[config.mk]
export PLATFORM = sky130hd
export DESIGN_NAME = reg_user_loader
export DESIGN_NICKNAME = d
export VERILOG_FILES = /design/src/rtl/reg_user_pkg.sv /design/src/rtl/strobe_edge.sv /design/src/rtl/reg_user_loader.sv
export SDC_FILE = /design/constraint.sdc
export NUM_CORES = 1
export LEC_CHECK = 0
export ABC_AREA = 1
export CORE_ASPECT_RATIO = 0.5
export CORE_MARGIN = 2
export CORE_UTILIZATION = 49
export CTS_CLUSTER_DIAMETER = 30
export DETAILED_ROUTE_END_ITERATION = 16
export PLACE_DENSITY = 0.87
export REMOVE_ABC_BUFFERS = 1
export SLEW_MARGIN = 40
export SYNTH_ARGS = -nofsm -noshare
export SYNTH_HDL_FRONTEND = slang
export SYNTH_SLANG_ARGS = --single-unit
[constraint.sdc]
create_clock -name CLK -period 5 [get_ports CLK]
set_clock_uncertainty 0.2 [all_clocks]
set_input_delay 1 -clock CLK [delete_from_list [all_inputs] [get_ports CLK]]
set_output_delay 1 -clock CLK [all_outputs]
set_load 0.005 [all_outputs]
[src/rtl/reg_user_pkg.sv]
// Shared types and sizes for the user-register byte loader.
package reg_user_pkg;
  localparam int REG_USER_W     = 64;
  localparam int BYTE_W         = 8;
  localparam int REG_USER_BYTES = 8;
  localparam int CNT_W          = 4;

  typedef enum logic [1:0] {
    IDLE    = 2'd0,
    COLLECT = 2'd1,
    COMMIT  = 2'd2
  } state_t;
endpackage

[src/rtl/strobe_edge.sv]
// Rising-edge detector for a level strobe.
// When REG_USER_LOADER_SYNC_EN is defined, a 2-flop synchronizer precedes the edge register.
module strobe_edge (
  input  logic clk,
  input  logic rst,
  input  logic strobe,
  output logic evt
);
  logic level;
  logic level_q;

`ifdef REG_USER_LOADER_SYNC_EN
  logic [1:0] sync;
  always_ff @(posedge clk or posedge rst) begin
    if (rst) sync <= 2'b00;
    else     sync <= {sync[0], strobe};
  end
  assign level = sync[1];
`else
  assign level = strobe;
`endif

  always_ff @(posedge clk or posedge rst) begin
    if (rst) level_q <= 1'b0;
    else     level_q <= level;
  end

  assign evt = level & ~level_q;
endmodule

[src/rtl/reg_user_loader.sv]
// Byte-serial loader for the 64-bit user register: collects eight bytes, then pulses E with the word.
// Optional input synchronizers are enabled by defining REG_USER_LOADER_SYNC_EN.
module reg_user_loader
  import reg_user_pkg::*;
#(
  parameter int AUTO_COMMIT = 0
) (
  input  logic                  CLK,
  input  logic                  R,
  input  logic [BYTE_W-1:0]     byte_in,
  input  logic                  push,
  input  logic                  commit,
  input  logic                  clear,
  output logic [REG_USER_W-1:0] data,
  output logic                  E,
  output logic [CNT_W-1:0]      byte_cnt,
  output logic                  full,
  output logic                  overflow
);
  logic push_evt;
  logic commit_evt;
  logic clear_evt;

  state_t                state;
  logic [REG_USER_W-1:0] shadow;
  logic [REG_USER_W-1:0] shadow_push;

  strobe_edge u_push_edge   (.clk(CLK), .rst(R), .strobe(push),   .evt(push_evt));
  strobe_edge u_commit_edge (.clk(CLK), .rst(R), .strobe(commit), .evt(commit_evt));
  strobe_edge u_clear_edge  (.clk(CLK), .rst(R), .strobe(clear),  .evt(clear_evt));

  // Shadow with the incoming byte merged into the lane selected by the current count.
  genvar gi;
  generate
    for (gi = 0; gi < REG_USER_BYTES; gi++) begin : g_lane
      assign shadow_push[gi*BYTE_W +: BYTE_W] =
        (byte_cnt[2:0] == 3'(gi)) ? byte_in : shadow[gi*BYTE_W +: BYTE_W];
    end
  endgenerate

  assign full = (byte_cnt == CNT_W'(REG_USER_BYTES));

  always_ff @(posedge CLK or posedge R) begin
    if (R) begin
      state    <= IDLE;
      shadow   <= '0;
      byte_cnt <= '0;
      data     <= '0;
      E        <= 1'b0;
      overflow <= 1'b0;
    end else begin
      E <= 1'b0;
      case (state)
        IDLE, COLLECT: begin
          if (clear_evt) begin
            shadow   <= '0;
            byte_cnt <= '0;
            overflow <= 1'b0;
            state    <= IDLE;
          end else if (commit_evt && state == COLLECT) begin
            data  <= shadow;
            E     <= 1'b1;
            state <= COMMIT;
          end else if (push_evt) begin
            if (!full) begin
              shadow   <= shadow_push;
              byte_cnt <= byte_cnt + 4'd1;
              if (AUTO_COMMIT != 0 && byte_cnt == 4'd7) begin
                data  <= shadow_push;
                E     <= 1'b1;
                state <= COMMIT;
              end else begin
                state <= COLLECT;
              end
            end else begin
              overflow <= 1'b1;
            end
          end
        end
        COMMIT: begin
          // Events are ignored here; the word has been handed off, so start fresh.
          shadow   <= '0;
          byte_cnt <= '0;
          state    <= IDLE;
        end
        default: state <= IDLE;
      endcase
    end
  end
endmodule

**Word level (Yosys, flattened, before mapping)**

Cells that the tools add are included.

- Bits of input ports: 13
- Flip-flop bits (word level): 139
- Word-level logic and storage cells: 97

- Reductions and logical operators: 19
- Add/sub/neg operators: 1
- Bitwise gates (word level): 7
- Multiplexer cells: 30
- Eq/ne operators: 24

Operators with widths:

| kind | number |
|---|---|
| 64-bit two-way mux | 4 |
| 64-bit case mux with 2 select lines | 1 |
| 8-bit two-way mux | 8 |
| 5-bit AND reduction | 8 |
| 3-bit inequality test (second input constant) | 11 |
| 4-bit two-way mux | 4 |
| 3-bit equality test (second input constant) | 4 |
| 2-bit two-way mux | 5 |
| 4-bit inequality test (second input constant) | 2 |
| 4-bit case mux with 2 select lines | 1 |
| 4-bit AND reduction | 2 |
| 1-bit two-way mux | 7 |
| 3-bit by 2-bit equality test with 1-bit output (second input constant) | 2 |
| 2-bit nonzero test | 3 |
| 4-bit by 1-bit adder with 4-bit output (second input constant) | 1 |
| 4-bit equality test (second input constant) | 1 |
| 1-bit NOT | 4 |
| 1-bit bitwise AND | 3 |
| 3-bit by 1-bit equality test with 1-bit output (second input constant) | 1 |
| 3-bit zero test | 1 |
| 3-bit AND reduction | 1 |
| 2-bit by 1-bit equality test with 1-bit output (second input constant) | 1 |
| 2-bit equality test (second input constant) | 1 |
| 2-bit zero test | 1 |
| 4 further kinds | 4 |

**Logic depth before layout (Yosys ltp)**

Gate-level depths: netlist of run 1.

- Depth after elaboration: 7
- Mapped depth: 10

**Hierarchy**

A second synthesis of run 1 with hierarchy kept.

- Cells, all modules: 654
- Area total of the unflattened synthesis: 5,793.1 um^2

By module, submodules not included:

| module | instances | seq. area each (um^2) | area an instance (um^2) | cells an instance |
|---|---|---|---|---|
| reg_user_loader | 1 | 3,403.3 | 5,676.7 | 642 |
| strobe_edge | 3 | 25.0 | 38.8 | 4 |

**Least setup slack after synthesis of run 1**

Ideal clock, no wire load.

- Kind: input port to flip-flop
- Start point: input port clear
- End point: register shadow[56]
- Arrival time: 1.844 ns
- Library setup time: 0.067 ns
- Stages: 7
- Path slack: 2.889 ns
- Data required time: 4.733 ns
- Path buffers: 2
- Path through: nand2_2 > buf_4 > o21ai_2 > buf_2 > nor2_2 > nand3_1 > nand2_1

- Cells in the longest elaborated chain, start to end: 3
- Elaborated cells between the ends (all ways): 8

RTL lines:

| item | RTL line | RTL |
|---|---|---|
| from (decl) | reg_user_loader.sv:13 | `input logic clear,` |
| 1-bit bitwise AND * | strobe_edge.sv:28 | `assign evt = level & ~level_q;` |
| 3-bit inequality test (no source line) / 64-bit two-way mux (equally long branches) | -- |  |
| 5-bit AND reduction (no source line) / 64-bit case mux with 2 select lines (equally long branches) | -- |  |
| to (signal assigned) | reg_user_loader.sv:66 | `shadow <= shadow_push;` |
| to (decl) | reg_user_loader.sv:25 | `logic [REG_USER_W-1:0] shadow;` |

Every way passes the cells marked *; elsewhere a longest branch is shown, timed or not.
A chain may end at the register's enable or synchronous reset.

**Worst setup path in the final report of run 1**

- Start point: input port clear
- End point: register shadow[26]

The elaborated chain is that of the path after synthesis.

==> results.yml, run 1 <==
floorplan:
  start_util: 0.509
  dieArea_um2: 12500
  core_um2: 11100
  rows: 27
  ios: 84
  die_h_um: 80.1
  die_w_um: 156
clock_tree:
  insertion_delay_ns: 0.42
  clk_pin_slew_ns: 0.06
  cts_setup_buffers: 0
  ctsResizeCount: 0
  cts_sinks: 139
  cts_buffers: 17
  htree_num_levels: 4
  cts_root_buffer: "clkbuf_16"
  cts_buffer_depth: 2
  cts_tree: "built"
  cts_hold_buf: 0
power:
  power.share.clock: 0.286
  seqPwrFrac: 0.426
  p_int_mw: 3.10
  power_frac_comb: 0.288
  irDropWorstVdd_uv: 316
  p_leak_nw: 3.69
  power.total_mw: 4.44
  p_sw_mw: 1.34
  swShare: 0.302
  power_density_nw_per_um2: 618
grt:
  antenna_found_initial: 0
  grt_pass1_wl_um: 21800
  grt_pass1_vias: 4458
  grt_overflow: 0
  grt_max_degree: 71
  grtUsageTotal: 0.233
finish:
  nNetsFinal: 741
  n_antenna_cell: 0
  drive_gt1_frac: 0.0748
  final_cell_mix: "nand2_1, dfrtp_1, clkdlybuf4s50_1"
  area_growth_pct: 26.7
  final_common_cell: "nand2_1"
drt:
  avgRoutedWirePerCell_um: 15.4
  drtIter0Drc: 400
  num_vias: 4550
  firstDrtPassIters: 5
  ant_nets: 0
  drc_errors: 0
  wl_um: 13600
  vias_per_cell: 5.17
hold_path:
  hold_path_end: "data[27]"
  holdCritPathClass: "flop to flop"
  hold_depth: 2
  hp-start: "shadow[27]"
job:
  drv_cap: 0
place:
  gp_congestion: 0.833
  io_buffers: 83
  hpwlAfterDp_um: 8250
synth:
  synth_seq_cells: 139
  avgSynthCellArea_um2: 8.85
  synth_area_um2: 5680
  ys.warnings.count: 0
  synthCells: 641
  yosysSeqAreaShare: 0.613
  yosys.cell_types.count: 22
outcome:
  status: "finished, final reports clean"
setup_path:
  ff2ff_path_depth: 7
  regToRegStartpoint: "state[1]"
  reg2reg_slack_ns: 2.42
  cp_max_fo: 39
  timing.rr.end: "byte_cnt[2]"
  cp-end-kind: "flop"
  critPathArrivalTime_ns: 3.36
  critPathLaunchType: "input pin"
  critical_path_class: "input pin to flop"
  required_ns: 5.10
timing:
  max_slew_margin: 0.420
  whs_ns: 0.268
  finalSetupTns_ns: 0
  rsz0062_at_grt: "no"
  report.final.slew_viol_count: 0
  max_freq_mhz: 306
  min_period_ns: 3.27
  worstMarginPinSlew_ns: 0.866
  period_share: 0.653
  setup_viol: 0
  finalHoldViolCount: 0
-- critical path, cell delays in order --
cell             delay (ns)
clkdlybuf4s50_1        0.53
nand2_2                0.17
nand3_2                0.53
buf_4                  0.47
nand4_1                0.40
nand2_1                0.18
nand2_1                0.07
-- logic make-up after synthesis --
kind of cell | Yosys count | share of synthesized area
simple gates | 367 | 0.266
fa+ha+maj | 6 | 0.0132
compound gates | 52 | 0.0465
buf+inv | 76 | 0.0595
flops | 139 | 0.613
xor+xnor | 1 | 0.00154
-- registers in the layout (all words and copies together), names as in the netlist, 2 cells and up --
register and flops:
byte_cnt 4, data 64, shadow 64, state 2
-- metrics by stage --
stage	cell area, µm²	cells	setup slack [ns]	utilization
after CTS	7190	880	1.76	0.645
final	7190	880	1.73	0.645
after floorplan	5530	617	0.0755	-
after global placement	6580	848	1.24	0.590
after global routing	7190	880	1.56	0.645
after detailed placement	6590	848	1.32	0.591
-- cell usage after synthesis --
library cell | n | area share
a21oi_1 | 2 | 0.0018
buf_2 | 15 | 0.013
buf_4 | 3 | 0.0040
buf_6 | 3 | 0.0060
clkbuf_1 | 3 | 0.0020
dfrtp_1 | 139 | 0.61
ha_1 | 6 | 0.013
inv_1 | 49 | 0.032
inv_2 | 3 | 0.0020
nand2_1 | 281 | 0.19
nand2_2 | 2 | 0.0022
nand2_4 | 1 | 0.0020
nand3_1 | 53 | 0.047
nand3_2 | 2 | 0.0035
nand4_1 | 5 | 0.0055
nor2_1 | 13 | 0.0086
nor2_2 | 9 | 0.0099
nor2_4 | 1 | 0.0020
o21ai_0 | 25 | 0.022
o21ai_1 | 24 | 0.021
o21ai_2 | 1 | 0.0015
xor2_1 | 1 | 0.0015
-- layer usage --
metal / global-route usage / part of all wire / wire length (µm)
met5: 0 / 0 / 0
met2: 0.379 / 0.49 / 6580
met4: 0.126 / 0.031 / 422
met1: 0.290 / 0.42 / 5750
met3: 0.0604 / 0.059 / 800
-- worst max path at each step --
stage,start,endpoint,cells past startpoint
after floorplan,R,E,1
after global placement,clear,data[4],6
after detailed placement,clear,shadow[6],7
after CTS,clear,shadow[6],7
after global routing,clear,shadow[26],7
final,clear,shadow[26],7
-- power by group through the flow --
stage,clock network (mW),logic (mW),registers (mW)
floorplan,0,0.547,1.86
global placement,0,1.23,1.88
detailed placement,0,1.26,1.90
CTS,1.29,1.29,1.89
global route,1.33,1.42,1.95
finish,1.27,1.28,1.89
-- layout make-up --
class / count / area (µm²)
Multi-Input combinational cell: 426 / 1860
Tap cell: 145 / 181
Clock buffer: 21 / 460
Clock inverter: 11 / 144
Timing Repair Buffer: 86 / 866
Sequential cell: 139 / 3480
Fill cell: 798 / 3960
Inverter: 52 / 200
Note: power is estimated with default switching activity, not from simulation.
==> run 2, diff against run 1 <==
--- a/config.mk
+++ b/config.mk
@@ -8,10 +8,10 @@
 export ABC_AREA = 1
 export CORE_ASPECT_RATIO = 0.5
 export CORE_MARGIN = 2
-export CORE_UTILIZATION = 49
+export CORE_UTILIZATION = 54
 export CTS_CLUSTER_DIAMETER = 30
 export DETAILED_ROUTE_END_ITERATION = 16
-export PLACE_DENSITY = 0.87
+export PLACE_DENSITY = 0.91
 export REMOVE_ABC_BUFFERS = 1
 export SLEW_MARGIN = 40
 export SYNTH_ARGS = -nofsm -noshare
==> constraint.sdc (replaced) <==
create_clock -name CLK -period 3.1 [get_ports CLK]
set_clock_uncertainty 0.2 [all_clocks]
set_input_delay 0.62 -clock CLK [delete_from_list [all_inputs] [get_ports CLK]]
set_output_delay 0.62 -clock CLK [all_outputs]
set_load 0.005 [all_outputs]
==> run 2 against run 1 <==
  * Critical endpoint is now full
  * Global-route usage grew 4.9 points
  * Non-clock buffer count rose by 6
  * Power is 65% higher
==> results.yml, run 2 (synthesis results as in run 1) <==
floorplan:
  rows: 26
  dieArea_um2: 11400
  ios: 84
  die_h_um: 76.5
  core_um2: 10200
  die_w_um: 149
  start_util: 0.556
timing:
  report.final.slew_viol_count: 0
  max_slew_margin: 0.526
  worstMarginPinSlew_ns: 0.711
  period_share: 0.911
  min_period_ns: 2.82
  rsz0062_at_grt: "no"
  max_freq_mhz: 354
  finalSetupTns_ns: 0
  finalHoldViolCount: 0
  setup_viol: 0
hold_path:
  holdCritPathClass: "flop to flop"
  hp-start: "shadow[6]"
setup_path:
  regToRegStartpoint: "byte_cnt[0]"
  required_ns: 2.28
  cp_max_fo: 7
  reg2reg_slack_ns: 0.78
  critPathLaunchType: "flop"
  cp-end-kind: "primary output"
  critPathArrivalTime_ns: 2.00
  critical_path_class: "flop to primary output"
  cp-startpoint: "byte_cnt[0]"
finish:
  area_growth_pct: 27.9
  final_common_cell: "nand2_1"
  final_area_um2: 7260
  n_antenna_cell: 0
  seqCellArea_um2: 3480
  fillers: 667
  multi_input_area_um2: 1860
  nNetsFinal: 747
  final_cell_mix: "nand2_1, dfrtp_1, clkdlybuf4s50_1"
  largestRegisters: "data (64), shadow (64), byte_cnt (4)"
  drive_gt1_frac: 0.0810
clock_tree:
  cts_buffer_depth: 2
  cts_root_buffer: "clkbuf_16"
  ctsResizeCount: 0
  htree_num_levels: 4
  cts_hold_buf: 0
  clk_pin_slew_ns: 0.06
  cts_tree: "built"
  insertion_delay_ns: 0.43
  cts_setup_buffers: 0
  cts_buffers: 17
  cts_sinks: 139
job:
  drv_cap: 0
place:
  gp_congestion: 0.884
  io_buffers: 83
  hpwlAfterDp_um: 8600
  dpl_cell_area_um2: 6650
grt:
  antenna_found_initial: 0
  grt_pass1_vias: 4876
  grt_pass1_wl_um: 24600
  grtUsageTotal: 0.282
  grt_overflow: 0
  grt_max_degree: 53
drt:
  avgRoutedWirePerCell_um: 17.0
  num_vias: 4877
  ant_nets: 0
  wl_um: 15000
  firstDrtPassIters: 6
  drc_errors: 0
  vias_per_cell: 5.54
  drtIter0Drc: 580
power:
  irDropWorstVdd_uv: 444
  power_density_nw_per_um2: 1010
  p_leak_nw: 3.73
outcome:
  status: "finished, final reports clean"
[run 2: cell count changes in the layout (fill, tap and decap cells not counted), sizes merged]
cell | before | now
buf | 3 | 9
clkinv | 7 | 6
clkinvlp | 1 | 2
[run 2: per-stage QoR]
step	hold slack [ns]	total power [mW]	utilization	worst slack, ns	instances
2_1_floorplan	0.242	3.89	-	-1.44	617
3_3_place_gp	0.251	5.01	0.651	0.490	849
3_5_place_dp	0.253	5.12	0.651	0.383	849
4_1_cts	0.267	7.31	0.711	0.297	881
5_1_grt	0.285	7.69	0.711	0.230	881
6_report	0.264	7.31	0.711	0.276	881
[run 2: path summary, 6_finish.rpt]
check | to | cells after the start
max | full | 5
min | data[6] | 2
max reg2reg | shadow[20] | 9
min reg2reg | data[6] | 2
max in group asynchronous | data[42] | 3
min in group asynchronous | data[60] | 2
[run 2: area by class of cell]
cell class                 count  area share
sequential                   139       0.479
multi-input combinational    426       0.256
timing repair buffer          92       0.129
clock buffer                  21      0.0648
inverter                      52      0.0272
tap                          140      0.0241
clock inverter                11      0.0196
[run 2: critical path, cell delays in order (launching register included)]
cell and delay, ns:
dfrtp_1 0.48, inv_1 0.13, ha_1 0.21, nand3_2 0.14, inv_2 0.10, clkdlybuf4s50_1 0.51
[run 2: metal layers]
layer	GRT usage	share of wire	vias to the layer above
li1	-	-	2171
met1	0.358	0.40	2366
met2	0.443	0.48	270
met3	0.0820	0.086	70
met4	0.146	0.042	0
met5	0	0	-
[run 2: report_power, final]
group	leakage [nW]	switching (mW)	internal, mW
clock	0.299	0.775	1.32
combinational	1.64	1.02	1.12
sequential	1.79	0.482	2.60
total	3.73	2.27	5.04
